--- config.mk ---
export PLATFORM = sky130hd
export DESIGN_NAME = fmamul_sched
export DESIGN_NICKNAME = d
export VERILOG_FILES = /design/src/rtl/fma16_pkg.sv /design/src/rtl/fmamul_rr_pick.sv /design/src/rtl/fmamult.sv /design/src/rtl/fmamul_sched.sv
export SDC_FILE = /design/constraint.sdc
export NUM_CORES = 1
export LEC_CHECK = 0
export CAP_MARGIN = 20
export CORE_ASPECT_RATIO = 0.6
export CORE_MARGIN = 1
export CORE_UTILIZATION = 50
export CTS_CLUSTER_SIZE = 10
export DETAILED_ROUTE_END_ITERATION = 6
export GPL_TIMING_DRIVEN = 1
export PLACE_DENSITY_LB_ADDON = 0.3
export SKIP_LAST_GASP = 1
export SLEW_MARGIN = 20
export SYNTH_ARGS = -nofsm -noshare
export SYNTH_HDL_FRONTEND = slang
export SYNTH_SLANG_ARGS = --single-unit
--- constraint.sdc ---
create_clock -name clk -period 41 [get_ports clk]
set_clock_uncertainty 0.15 [all_clocks]
set_input_delay 12.3 -clock clk [delete_from_list [all_inputs] [get_ports clk]]
set_output_delay 12.3 -clock clk [all_outputs]
set_load 0.02 [all_outputs]
--- src/rtl/fma16_pkg.sv ---
// fma16_pkg: shared fp16 types, operation record and result-stage state for the fp16 multiplier scheduler
package fma16_pkg;
    localparam int OP_TAGW = 2;
    localparam logic [1:0] RM_RNE = 2'd0;
    localparam logic [1:0] RM_RTZ = 2'd1;
    localparam logic [1:0] RM_RDN = 2'd2;
    localparam logic [1:0] RM_RUP = 2'd3;
    localparam logic [15:0] FP16_QNAN = 16'h7E00;

    typedef logic [15:0] fp16_t;

    typedef struct packed {
        fp16_t              x;
        fp16_t              y;
        logic               negp;
        logic [1:0]         roundmode;
        logic [OP_TAGW-1:0] tag;
    } op_t;

    typedef enum logic {EMPTY, FULL} state_t;
endpackage

--- src/rtl/fmamul_rr_pick.sv ---
// fmamul_rr_pick: two-way round-robin grant; on contention the requester other than lg wins
module fmamul_rr_pick (
    input  logic [1:0] req_valid,
    input  logic       lg,
    output logic [1:0] grant
);
    assign grant = {req_valid[1] & (~req_valid[0] | ~lg),
                    req_valid[0] & (~req_valid[1] | lg)};
endmodule

--- src/rtl/fmamult.sv ---
// fmamult: combinational IEEE fp16 multiplier with product negation, four rounding modes and
// flags {invalid, overflow, underflow, inexact}
module fmamult import fma16_pkg::*; (
    input  fp16_t      x,
    input  fp16_t      y,
    input  logic       negp,
    input  logic [1:0] roundmode,
    output fp16_t      p,
    output logic [3:0] flags
);
    logic [4:0]  ea, eb;
    logic [10:0] ma, mb;
    logic [21:0] prod, pn, sh;
    logic [6:0]  e_enc;
    logic [16:0] rnd;
    logic        sign, a_nan, b_nan, a_inf, b_inf, a_zero, b_zero, invalid, nan;
    logic        lost, g, st, inc, inx, ovf, ovf_inf;
    int          k, e, s;

    always_comb begin
        ea = x[14:10];
        eb = y[14:10];
        sign = x[15] ^ y[15] ^ negp;
        a_nan = (ea == 5'd31) & (x[9:0] != 10'd0);
        b_nan = (eb == 5'd31) & (y[9:0] != 10'd0);
        a_inf = (ea == 5'd31) & (x[9:0] == 10'd0);
        b_inf = (eb == 5'd31) & (y[9:0] == 10'd0);
        a_zero = (ea == 5'd0) & (x[9:0] == 10'd0);
        b_zero = (eb == 5'd0) & (y[9:0] == 10'd0);
        invalid = (a_nan & ~x[9]) | (b_nan & ~y[9]) | (a_inf & b_zero) | (b_inf & a_zero);
        nan = a_nan | b_nan | (a_inf & b_zero) | (b_inf & a_zero);
        ma = {|ea, x[9:0]};
        mb = {|eb, y[9:0]};
        prod = 22'(ma) * 22'(mb);
        k = 0;
        for (int i = 0; i < 22; i++)
            if (prod[i]) k = i;
        pn = prod << (21 - k);
        e = k + int'(ea == 5'd0 ? 5'd1 : ea) + int'(eb == 5'd0 ? 5'd1 : eb) - 35;
        // Tiny results are denormalised here so that a rounding carry lands in the exponent naturally
        s = (e < 1) ? ((1 - e) > 22 ? 22 : 1 - e) : 0;
        sh = pn >> s;
        lost = |(pn & ~(22'h3FFFFF << s));
        g = sh[10];
        st = (|sh[9:0]) | lost;
        inx = g | st;
        e_enc = (e < 1) ? 7'd0 : 7'(e);
        inc = (roundmode == RM_RNE) ? g & (st | sh[11]) :
              (roundmode == RM_RTZ) ? 1'b0 :
              (roundmode == RM_RDN) ? sign & inx : ~sign & inx;
        rnd = {e_enc, sh[20:11]} + 17'(inc);
        ovf = rnd[16:10] >= 7'd31;
        ovf_inf = (roundmode == RM_RNE) | ((roundmode == RM_RDN) & sign) | ((roundmode == RM_RUP) & ~sign);
        p = nan ? FP16_QNAN :
            (a_inf | b_inf) ? {sign, 15'h7C00} :
            (a_zero | b_zero) ? {sign, 15'h0000} :
            ovf ? {sign, ovf_inf ? 15'h7C00 : 15'h7BFF} : {sign, rnd[14:0]};
        flags = nan ? {invalid, 3'b000} :
                (a_inf | b_inf | a_zero | b_zero) ? 4'b0000 :
                ovf ? 4'b0101 : {2'b00, ~sh[21] & inx, inx};
    end
endmodule

--- src/rtl/fmamul_sched.sv ---
// fmamul_sched: two requesters share one fp16 multiplier through a round-robin pick and a
// one-entry registered result stage that accepts back-to-back when drained in the same cycle
module fmamul_sched import fma16_pkg::*; #(
    parameter int TAGW = OP_TAGW,
    parameter int CNTW = 8
) (
    input  logic                 clk,
    input  logic                 reset_n,
    input  logic [1:0]           req_valid,
    output logic [1:0]           req_ready,
    input  logic [1:0][15:0]     req_x,
    input  logic [1:0][15:0]     req_y,
    input  logic [1:0]           req_negp,
    input  logic [1:0][1:0]      req_roundmode,
    input  logic [1:0][TAGW-1:0] req_tag,
    output logic                 res_valid,
    input  logic                 res_ready,
    output logic [15:0]          res_product,
    output logic [3:0]           res_flags,
    output logic                 res_id,
    output logic [TAGW-1:0]      res_tag,
    output logic [1:0][CNTW-1:0] acc_cnt
);
    state_t     state, state_nx;
    op_t        op;
    fp16_t      mul_p;
    logic [3:0] mul_flags;
    logic [1:0] grant;
    logic       lg, gid, can_accept, acc;

    fmamul_rr_pick u_pick (
        .req_valid (req_valid),
        .lg        (lg),
        .grant     (grant)
    );

    fmamult u_mul (
        .x         (op.x),
        .y         (op.y),
        .negp      (op.negp),
        .roundmode (op.roundmode),
        .p         (mul_p),
        .flags     (mul_flags)
    );

    always_comb begin
        gid = grant[1];
        op = '{x: req_x[gid], y: req_y[gid], negp: req_negp[gid],
               roundmode: req_roundmode[gid], tag: OP_TAGW'(req_tag[gid])};
        // Reset gates readiness so nothing is accepted while the held result is discarded
        can_accept = reset_n & ((state == EMPTY) | res_ready);
        req_ready = grant & {2{can_accept}};
        acc = |req_ready;
        state_nx = acc ? FULL : (res_ready ? EMPTY : state);
    end

    assign res_valid = (state == FULL);

    always_ff @(posedge clk) begin
        if (!reset_n) begin
            state <= EMPTY;
            lg <= 1'b1;
            res_product <= '0;
            res_flags <= '0;
            res_id <= 1'b0;
            res_tag <= '0;
            acc_cnt <= '0;
        end else begin
            state <= state_nx;
            if (acc) begin
                lg <= gid;
                res_product <= mul_p;
                res_flags <= mul_flags;
                res_id <= gid;
                res_tag <= TAGW'(op.tag);
                acc_cnt[gid] <= acc_cnt[gid] + CNTW'(1);
            end
        end
    end
endmodule

==> reports/results.txt, run 1 <==
After layout, the worst path uses 73.4% of the clock period. In this run the cell area of the synthesized design comes to 0.0113 mm2. Among all flip-flop cells after synthesis, the most frequent one is sky130_fd_sc_hd__dfxtp_1. The routed design has 39200 um of wire. The total CTS buffers was 5; the share of final-layout standard cells stronger than drive strength 1 was 6.11%. Data arrives at the worst endpoint at 30130 ps. For the global router's overall resource usage, the log shows 33.9%. The run gives 41020 ps as the required time at the endpoint of the critical path.

The final setup violation count was 0. Port buffering added 120 buffers. The final reports fail on design-rule violations.

The level count of the clock H-tree is 2, and the final estimated routing congestion in global placement is 0.992. The logs give 11500 for the via count of the first global-routing pass and 0 for the count of antenna diodes in the layout. Number of nets produced by synthesis: 1763. Entering global routing, the biggest net connects 57 pins. In the layout the commonest cells are sky130_fd_sc_hd__nand2_1, sky130_fd_sc_hd__nor2_1, sky130_fd_sc_hd__inv_1.

Clock-pin slew was measured on the worst setup and hold paths at 70 ps. On the critical path, the stage with the largest delay is an instance of sky130_fd_sc_hd__fa_1. The die boundary width works out to 196 um. The logs give 0 for the number of buffers added for setup after CTS and 12200 for the number of vias in the routed layout.

The Yosys step of the flow raised 0 warnings. Once the clock tree was built, the resizer swapped 0 gates to a different size. The number of remaining DRC errors came out at 1. In this design, the critical path's most frequently occurring cell is sky130_fd_sc_hd__fa_1.

The register bit total from synthesis is 41. The run gives 121 as the top-level I/O count. Once the floorplan was initialized, standard cells occupied 51.0% of the core. The number of cell rows was 42; the number of cells produced by synthesis was 1520. Number of antenna violations at the first check in global routing: 0. The HPWL after detailed placement is 31400 um.

The run gives 2 as the maximum clock path buffer count. Setup repair after global routing left no endpoint under its margin. In this run the remaining antenna-violating nets after routing total 0. The global routing met1 resource utilization came out at 53.0%. Leaving out fill and tap cells, the most frequent cell in the layout is sky130_fd_sc_hd__nand2_1.

The vias per cell is 6.47. After synthesis, flip-flops and latches occupy 7.29% of the total area. TritonCTS built the clock tree. Number of enable-type register cells in the synthesized netlist: 0. The largest stage delay on the critical path came out at 660 ps. The run finished, with violations left.

The clock net in this run drives a total of 41 sinks. The total iterations of the first detailed-routing run was 7; the fraction of registers with async set/reset was 0%. The nature of the critical path endpoint was a flop.

Global routing used 46.4% of the available met2 tracks. In the final routed layout, each cell accounts on average for 20.7 um. The max-slew violation total from the final report came out at 0.

The core region is 0.0221 mm2. Buffers inserted to repair hold after CTS numbered 0. The unique cell type count in the Yosys netlist is 102, and the post-route minimum period is 30100 ps. The run gives 0 as the remaining global-route overflow. Across the run, the number of max-cap violations was 0.

For met3 alone, demand over resource in global routing was 9.30%. The actual slew at the worst max-slew pin was 1200 ps. STA classifies the critical path startpoint as an input port.

The global-route wire length before repair was 63100 um. The tools report the number of DRC markers after the initial detailed-route iteration as 1477. After routing, the total negative slack on setup checks comes to 0 ps. Relative to the synthesized area, the layout overhead comes to 14.6%. The normalized max-slew margin is 19.3%, and the maximum fanout encountered on the critical timing path is 56.

The critical path is of the in2reg type. The area of the die was 0.0232 mm2; the die span in y was 118 um. The number of nets at the end of the flow is 1845. The highest achievable clock rate came out at 33.2 MHz. The busiest metal layer after global routing is met1.

The cell sitting at the root of the clock tree is a sky130_fd_sc_hd__clkbuf_16. In this run the worst hold path is classified as reg2reg. For the count of endpoints failing hold in the final timing report, the log shows 0. The synthesized area divided by synthesized cell count is 7.41 um2, and the worst-skew pair later-pin latency is 290 ps.
-- logic make-up after synthesis --
| logic type | Yosys count | synth area share, % |
|---|---|---|
| AND/OR/NAND/NOR | 610 | 25.9 |
| flip-flops | 41 | 7.29 |
| buffers and inverters | 212 | 7.45 |
| multiplexers | 61 | 6.15 |
| adder cells (fa/ha/maj) | 164 | 23.9 |
| AO/OA/AOI/OAI | 386 | 25.6 |
| XOR/XNOR | 46 | 3.64 |
-- sequential cells by signal, summed over array words and instances, names as in the netlist --
name and cells:
acc_cnt 16, res_product 16, res_flags 4, res_tag 2, lg 1, res_id 1, res_valid 1
-- worst paths after layout --
| check | from | end | slack [ps] | cells after the start |
|---|---|---|---|---|
| worst max register to register | lg$_SDFFE_PN1N_ | res_product[3]$_SDFFE_PN0N_ | 23070 | 62 |
| worst max-delay path | req_valid[0] | res_product[3]$_SDFFE_PN0N_ | 10900 | 63 |
| worst min-delay path | acc_cnt[1]$_SDFFE_PN0P_ | acc_cnt[1]$_SDFFE_PN0P_ | 340 | 2 |
| worst min register to register | acc_cnt[1]$_SDFFE_PN0P_ | acc_cnt[1]$_SDFFE_PN0P_ | 340 | 2 |
-- cell usage after synthesis, types with 13 or more instances --
library cell	instances	area share, %
sky130_fd_sc_hd__a211o_1	14	1.1
sky130_fd_sc_hd__a211oi_1	24	1.6
sky130_fd_sc_hd__a21o_1	19	1.3
sky130_fd_sc_hd__a21oi_1	60	2.7
sky130_fd_sc_hd__a221o_1	14	1.2
sky130_fd_sc_hd__and2_1	21	1.2
sky130_fd_sc_hd__and3_1	20	1.1
sky130_fd_sc_hd__clkbuf_1	51	1.7
sky130_fd_sc_hd__dfxtp_1	41	7.3
sky130_fd_sc_hd__fa_1	86	15
sky130_fd_sc_hd__ha_1	78	8.7
sky130_fd_sc_hd__inv_1	139	4.6
sky130_fd_sc_hd__mux2i_1	49	4.4
sky130_fd_sc_hd__nand2_1	187	6.2
sky130_fd_sc_hd__nand2b_1	22	1.2
sky130_fd_sc_hd__nand3_1	57	2.5
sky130_fd_sc_hd__nand4_1	18	1.0
sky130_fd_sc_hd__nor2_1	164	5.5
sky130_fd_sc_hd__nor3_1	42	1.9
sky130_fd_sc_hd__nor4_1	15	0.83
sky130_fd_sc_hd__o211ai_1	20	1.3
sky130_fd_sc_hd__o21ai_0	61	2.7
sky130_fd_sc_hd__o22ai_1	14	0.78
sky130_fd_sc_hd__o31ai_1	13	0.87
sky130_fd_sc_hd__xnor2_1	31	2.4
sky130_fd_sc_hd__xor2_1	14	1.1
-- worst max-delay path, delay by kind of cell --
kind                       cells  cell delay, ps
buffers and inverters         10            2090
and+or+nand+nor               19            3920
adders and majority gates     13            5740
AOI/OAI and AO/OA             19            5060
muxes                          1             460
xor gates and xnor gates       1             470
-- metal layers --
layer / part of all wire [%] / vias to the layer above
met1: 47 / 5764
li1: - / 5623
met4: 1.2 / 0
met2: 38 / 790
met3: 14 / 50
met5: 0 / -
-- per-stage QoR --
stage	cells	hold slack (ps)	setup WS [ps]	area (um2)	utilization [%]
floorplan	1520	339	12760	11300	-
global placement	1881	303	11650	12700	57.6
detailed placement	1881	318	11030	12700	57.6
CTS	1889	334	11260	12900	58.5
global route	1889	354	9890	12900	58.5
finish	1889	337	10900	12900	58.5
-- layout make-up --
type / instances / area (um2)
multi-input combinational: 1267 / 9610
fill: 2045 / 9160
timing repair buffer: 146 / 1400
sequential: 41 / 821
inverter: 141 / 532
tap: 286 / 358
clock buffer: 5 / 125
clock inverter: 3 / 68.8
Power of run 1 is left out: the tool's default activity adds up to more than one toggle a clock period on the data nets, which glitch-free logic cannot reach.
==> run 2: changes to the inputs <==
Clock period 41 ns to 30 ns, I/O delays scaled along.
==> reports/results.txt, run 2 (synthesized netlist as in run 1, its figures left out) <==
The logs give 1879 for the number of cells in the design after placement and 30020 ps for the required time at the endpoint of the critical path. Clock latency on the worst-skew pair, taken at its later pin, is 290 ps. The final layout contains 1843 nets. Setup violations remaining at the end of the flow were counted as 0. Input and output buffers added on the ports amount to 120. The initial utilization of the core area, before any placement, comes to 51.0%.

The run gives 0 as the count of endpoints failing hold in the final timing report. The critical path crosses 63 cells after its start point. In the layout the commonest cells are sky130_fd_sc_hd__nand2_1, sky130_fd_sc_hd__nor2_1, sky130_fd_sc_hd__inv_1.

The actual slew at the worst max-slew pin was 1160 ps; the critical path buffer and inverter count was 10. Share of final-layout standard cells stronger than drive strength 1: 6.00%. The detailed router placed 12200 vias in this run. TritonCTS built the clock tree.

The dominant delay contributor by cell family on the critical path is adder cells. In the final layout, the registers with the most flip-flops are acc_cnt: 16 flops, res_product: 16 flops, res_flags: 4 flops. The logs give 5 for the total iterations of the first detailed-routing run and 31100 um for the placed wire-length estimate. In this run the worst path has a maximum fanout of 56. Timing would allow up to 37.1 MHz. Number of remaining DRC errors: 0. The slowest stage of the critical path belongs to the cell sky130_fd_sc_hd__fa_1.

Global routing used 33.3% of the available tracks. For the number of cell rows, the log shows 42. Worst setup path category: in2reg. The largest single stage delay on the critical path is 660 ps.

In this run the remaining antenna-violating nets after routing total 0. For this run, the number of standard cells in the final layout without fillers is 1887. The tree is rooted in a sky130_fd_sc_hd__clkbuf_16. End point of the critical path: res_product[0]$_SDFFE_PN0N_. The core region is 0.0221 mm2.

The number of cells traversed by the worst hold path came out at 1. For the worst flop-to-flop path, the logic depth is 62. Counting I/O delays and the setup requirement, the final critical path takes 26950 ps.

The die covers 0.0232 mm2. Counting every sink on the clock net gives 41. Worst setup path startpoint: req_valid[0]. Setup repair after global routing left no endpoint under its margin. The run gives 0 as the number of antenna violations at the first check in global routing. Level count of the clock H-tree: 2. After routing, the total negative slack on setup checks comes to 0 ps.

The run gives 21.6% as the normalized max-slew margin. The congestion estimate from routability-driven global placement came to 0.983. The count of antenna diodes in the layout was 0; the clock slew at the register clock pins of the worst setup and hold paths was 60 ps. The number of hold buffers added after CTS is 0. The tool flagged a number of max-cap violations equal to 0. For flop-to-flop paths, the worst setup slack is 11930 ps. The worst min-delay path category is reg2reg. After the first detailed-routing iteration, the DRC count stood at 1565. In this run the critical register-to-register path is captured at res_product[0]$_SDFFE_PN0N_. Among the stages of the critical path, the cell type that occurs most often is sky130_fd_sc_hd__fa_1. The vias per cell was 6.47; the mean routed wirelength per cell was 20.5 um. During I/O placement, the number of pins put on the boundary was 121.

The sort of element at the start of the critical path was an input port. The clock passes through at most 2 buffers. Summed over all layers, the global routing overflow is 0. Via count of the first global-routing pass: 11200. Dividing the final minimum period by the clock period gives 89.8%.

Die span in y: 118 um. The max-slew violation total from the final report was 0. The tools report the nature of the critical path endpoint as a flop. Compared with the post-synthesis result, the final layout area differs by 14.1%. The run finished with clean final reports. Largest net degree at the start of global routing: 57.

The worst register-to-register path begins at lg$_SDFFE_PN1N_. The number of buffers added for setup after CTS came out at 0. Global-route wire length before repair: 61900 um.

The tools report the total CTS buffers as 5. For the worst path arrival time, the log shows 26970 ps. The hold path startpoint is res_flags[0]$_SDFFE_PN0N_. The commonest non-fill, non-tap cell in the layout is sky130_fd_sc_hd__nand2_1. Post-CTS repair changed the size of 0 cells.

The die is 196 um wide. Wires add up to 38700 um.
-- run 2: layout make-up --
cell class,instances,area [um2]
Multi-Input combinational cell,1267,9610
Clock buffer,6,139
Fill cell,2043,9220
Clock inverter,2,13.8
Inverter,141,532
Timing Repair Buffer,144,1380
Tap cell,286,358
Sequential cell,41,821
-- run 2: how the worst min path moves through the flow --
stage	slack, ps	endpoint
finish	320	res_flags[0]$_SDFFE_PN0N_
global route	330	res_flags[0]$_SDFFE_PN0N_
CTS	320	res_flags[0]$_SDFFE_PN0N_
detailed placement	310	res_flags[0]$_SDFFE_PN0N_
global placement	290	res_flags[0]$_SDFFE_PN0N_
floorplan	340	lg$_SDFFE_PN1N_
-- run 2: metal layers --
metal	track usage, %	wire, um	vias to the layer above
met5	0	0	-
met4	3.81	399	0
met3	10.2	5700	38
met2	44.2	14700	838
met1	52.6	17900	5717
li1	-	-	5617
-- run 2: per-stage QoR --
step           hold slack, ps  setup WS (ps)  util [%]  instance area (um2)
4_1_cts                   320           3490      58.2                12900
5_1_grt                   326           2110      58.2                12900
3_3_place_gp              286           4000      57.5                12700
6_report                  321           3050      58.2                12900
2_1_floorplan             339           5060         -                11300
3_5_place_dp              307           3230      57.5                12700
-- run 2: worst reg2reg max path, delay by kind of cell (launching register included) --
family	cells	cell delay, ps
fa+ha+maj	13	5640
compound gates	18	5040
flops	1	330
mux	1	510
buf+inv	9	1720
simple gates	21	4600
Power of run 2 is left out for the same reason.
==> run 3: changes to the inputs <==
Settings changed: CTS_BUF_LIST set to sky130_fd_sc_hd__clkbuf_8, GPL_TIMING_DRIVEN 1 to unset.
==> reports/results.txt, run 3 (synthesized netlist as in run 1, its figures left out) <==
The critical-path cell with the highest stage delay is sky130_fd_sc_hd__fa_1. For the pin with the worst max-slew slack, the measured transition is 1140 ps. For flop-to-flop paths, the worst setup slack is 11960 ps. Commonest non-fill, non-tap cell in the layout: sky130_fd_sc_hd__nand2_1.

The number of antenna violations at the first check in global routing was 0; the placed wire-length estimate was 31100 um. Tracing the worst setup path back leads to its startpoint at req_valid[0]. Maximum clock path buffer count: 2. The initial utilization of the core area, before any placement, comes to 51.0%. The number of antenna diodes in the final layout is 0. The logs give 41 for the clock sink count and 0 for the final setup violation count. The number of nets at the end of the flow is 1843, and the area of the die is 0.0232 mm2.

In this run the tightest slew margin relative to its limit is 22.9%. With fillers left out, the area of the finished cells amounts to 0.0128 mm2. The run gives 12200 as the number of vias in the routed layout.

The min-delay analysis places its worst path in the category reg2reg. The global-route wire length before repair was 61800 um; the vias per cell was 6.49. The logs give 38600 um for the total length of routed wires and 1520 for the number of DRC markers after the initial detailed-route iteration. The global router's overall resource usage is 33.3%, and the post-route worst hold slack is 321 ps.

Routability-driven placement finished with a final weighted congestion of 0.983. TritonCTS built the clock tree. The tools report the source of the worst register-to-register timing path as lg$_SDFFE_PN1N_. The detail route stage leaves a number of antenna-violating nets equal to 0. The reg-to-reg critical path endpoint is res_product[8]$_SDFFE_PN0N_. The logs give 0 for the count of endpoints failing hold in the final timing report and 26950 ps for the worst path arrival time. The highest routing layer actually used was met4.

The max-slew violation total from the final report came out at 0. STA puts the critical path data required time at 30050 ps. The wire length on met3 came out at 5900 um. In this run the tool buffered the top-level ports with 120 buffer cells.

Clock latency on the worst-skew pair, taken at its later pin, is 310 ps. The total CTS buffers is 5. In this run the standard cell core region covers 0.0221 mm2. The die boundary width works out to 196 um. In the routed design, unresolved DRC markers number 0. Clock-pin slew was measured on the worst setup and hold paths at 80 ps.

Summed over all layers, the global routing overflow is 0. The largest registers in the layout are acc_cnt: 16 flops, res_product: 16 flops, res_flags: 4 flops. The worst path in the final design needs a cycle of 26900 ps, including I/O delays and setup. The via count of the first global-routing pass came out at 11200. In this run, post-CTS repair resized a total of 0 instances. In this design, the critical path's most frequently occurring cell is sky130_fd_sc_hd__fa_1. Entering global routing, the biggest net connects 57 pins.

The tools report the sort of element at the start of the critical path as an input port. The flow ran to the end, and the final reports show no timing, DRC or antenna violations. The die span in y is 118 um.

The final critical path takes up 89.7% of the cycle. In the final layout, flip-flops and latches occupy 821 um2. The filler cells instantiated in the layout total 2053. For this run, the slowest stage of the critical path takes 660 ps.

After clock tree synthesis, the setup repair step added 0 buffers. Summing all multi-input logic gate instances after layout gives 0.00961 mm2. The share of final-layout standard cells stronger than drive strength 1 was 6.00%.

The placed cell area is 0.0127 mm2. Hold repair after CTS inserted 0 buffers. Dividing the detail-routed wire length by the instance count gives 20.5 um. The post-synthesis to final-layout area growth came out at 13.6%. Wire segments on met2 add up to 14600 um in the final route. The worst setup path is captured at a flop. The highest achievable clock rate was 37.2 MHz. Setup total negative slack on the finished layout was measured at 0 ps. The run gives 121 as the top-level I/O count. Measured in cells, the most critical reg-to-reg path has a length of 62. The worst setup path is of the in2reg kind.

The tool flagged a number of max-cap violations equal to 0. In the layout the commonest cells are sky130_fd_sc_hd__nand2_1, sky130_fd_sc_hd__nor2_1, sky130_fd_sc_hd__inv_1. The H-tree was split into 2 levels.

The floorplan has 42 rows. In this run the worst path has a maximum fanout of 56. The first detailed-routing pass ran for 6 iterations. Setup repair after global routing left no endpoint under its margin. The detailed router put a total of 17700 um of wire on met1. In this run the worst setup path terminates at res_product[8]$_SDFFE_PN0N_.

The library cell used as clock root buffer is sky130_fd_sc_hd__clkbuf_8.
## run 3: cell types whose count changed in the layout (fill, tap and decap cells not counted)
| cell | change |
|---|---|
| sky130_fd_sc_hd__clkbuf_8 | +5 |
| sky130_fd_sc_hd__clkbuf_16 | -5 |
## run 3: how the worst min path moves through the flow
| stage | start | to | slack [ps] | cells past startpoint |
|---|---|---|---|---|
| 3_5_place_dp | res_flags[0]$_SDFFE_PN0N_ | res_flags[0]$_SDFFE_PN0N_ | 310 | 1 |
| 5_1_grt | res_flags[0]$_SDFFE_PN0N_ | res_flags[0]$_SDFFE_PN0N_ | 330 | 1 |
| 4_1_cts | res_flags[0]$_SDFFE_PN0N_ | res_flags[0]$_SDFFE_PN0N_ | 320 | 1 |
| 3_3_place_gp | res_flags[0]$_SDFFE_PN0N_ | res_flags[0]$_SDFFE_PN0N_ | 290 | 1 |
| 6_report | res_flags[0]$_SDFFE_PN0N_ | res_flags[0]$_SDFFE_PN0N_ | 320 | 1 |
| 2_1_floorplan | lg$_SDFFE_PN1N_ | lg$_SDFFE_PN1N_ | 340 | 2 |
## run 3: through the flow
stage / std cells / setup WS, ps / util, %
floorplan: 1520 / 5060 / -
global placement: 1879 / 4000 / 57.5
detailed placement: 1879 / 3230 / 57.5
CTS: 1887 / 3510 / 58.0
global route: 1887 / 2140 / 58.0
finish: 1887 / 3100 / 58.0
## run 3: per-layer routing
metal	vias to the layer above	track usage [%]
met5	-	0
li1	5630	-
met3	48	10.2
met4	0	4.05
met2	834	44.2
met1	5727	52.5
## run 3: final cells by class
| cell class | count | area share [%] |
|---|---|---|
| inverter | 141 | 4.16 |
| timing repair buffer | 144 | 10.8 |
| tap | 286 | 2.80 |
| clock buffer | 6 | 0.645 |
| sequential | 41 | 6.42 |
| multi-input combinational | 1267 | 75.1 |
| clock inverter | 2 | 0.108 |
## run 3: worst max-delay path: cells and delay by family
kind,cells,cell delay [ps]
adders and majority gates,13,5630
muxes,1,450
and+or+nand+nor,21,4540
buffers and inverters,10,2210
AOI/OAI and AO/OA,18,5010
Power of run 3 is left out for the same reason.
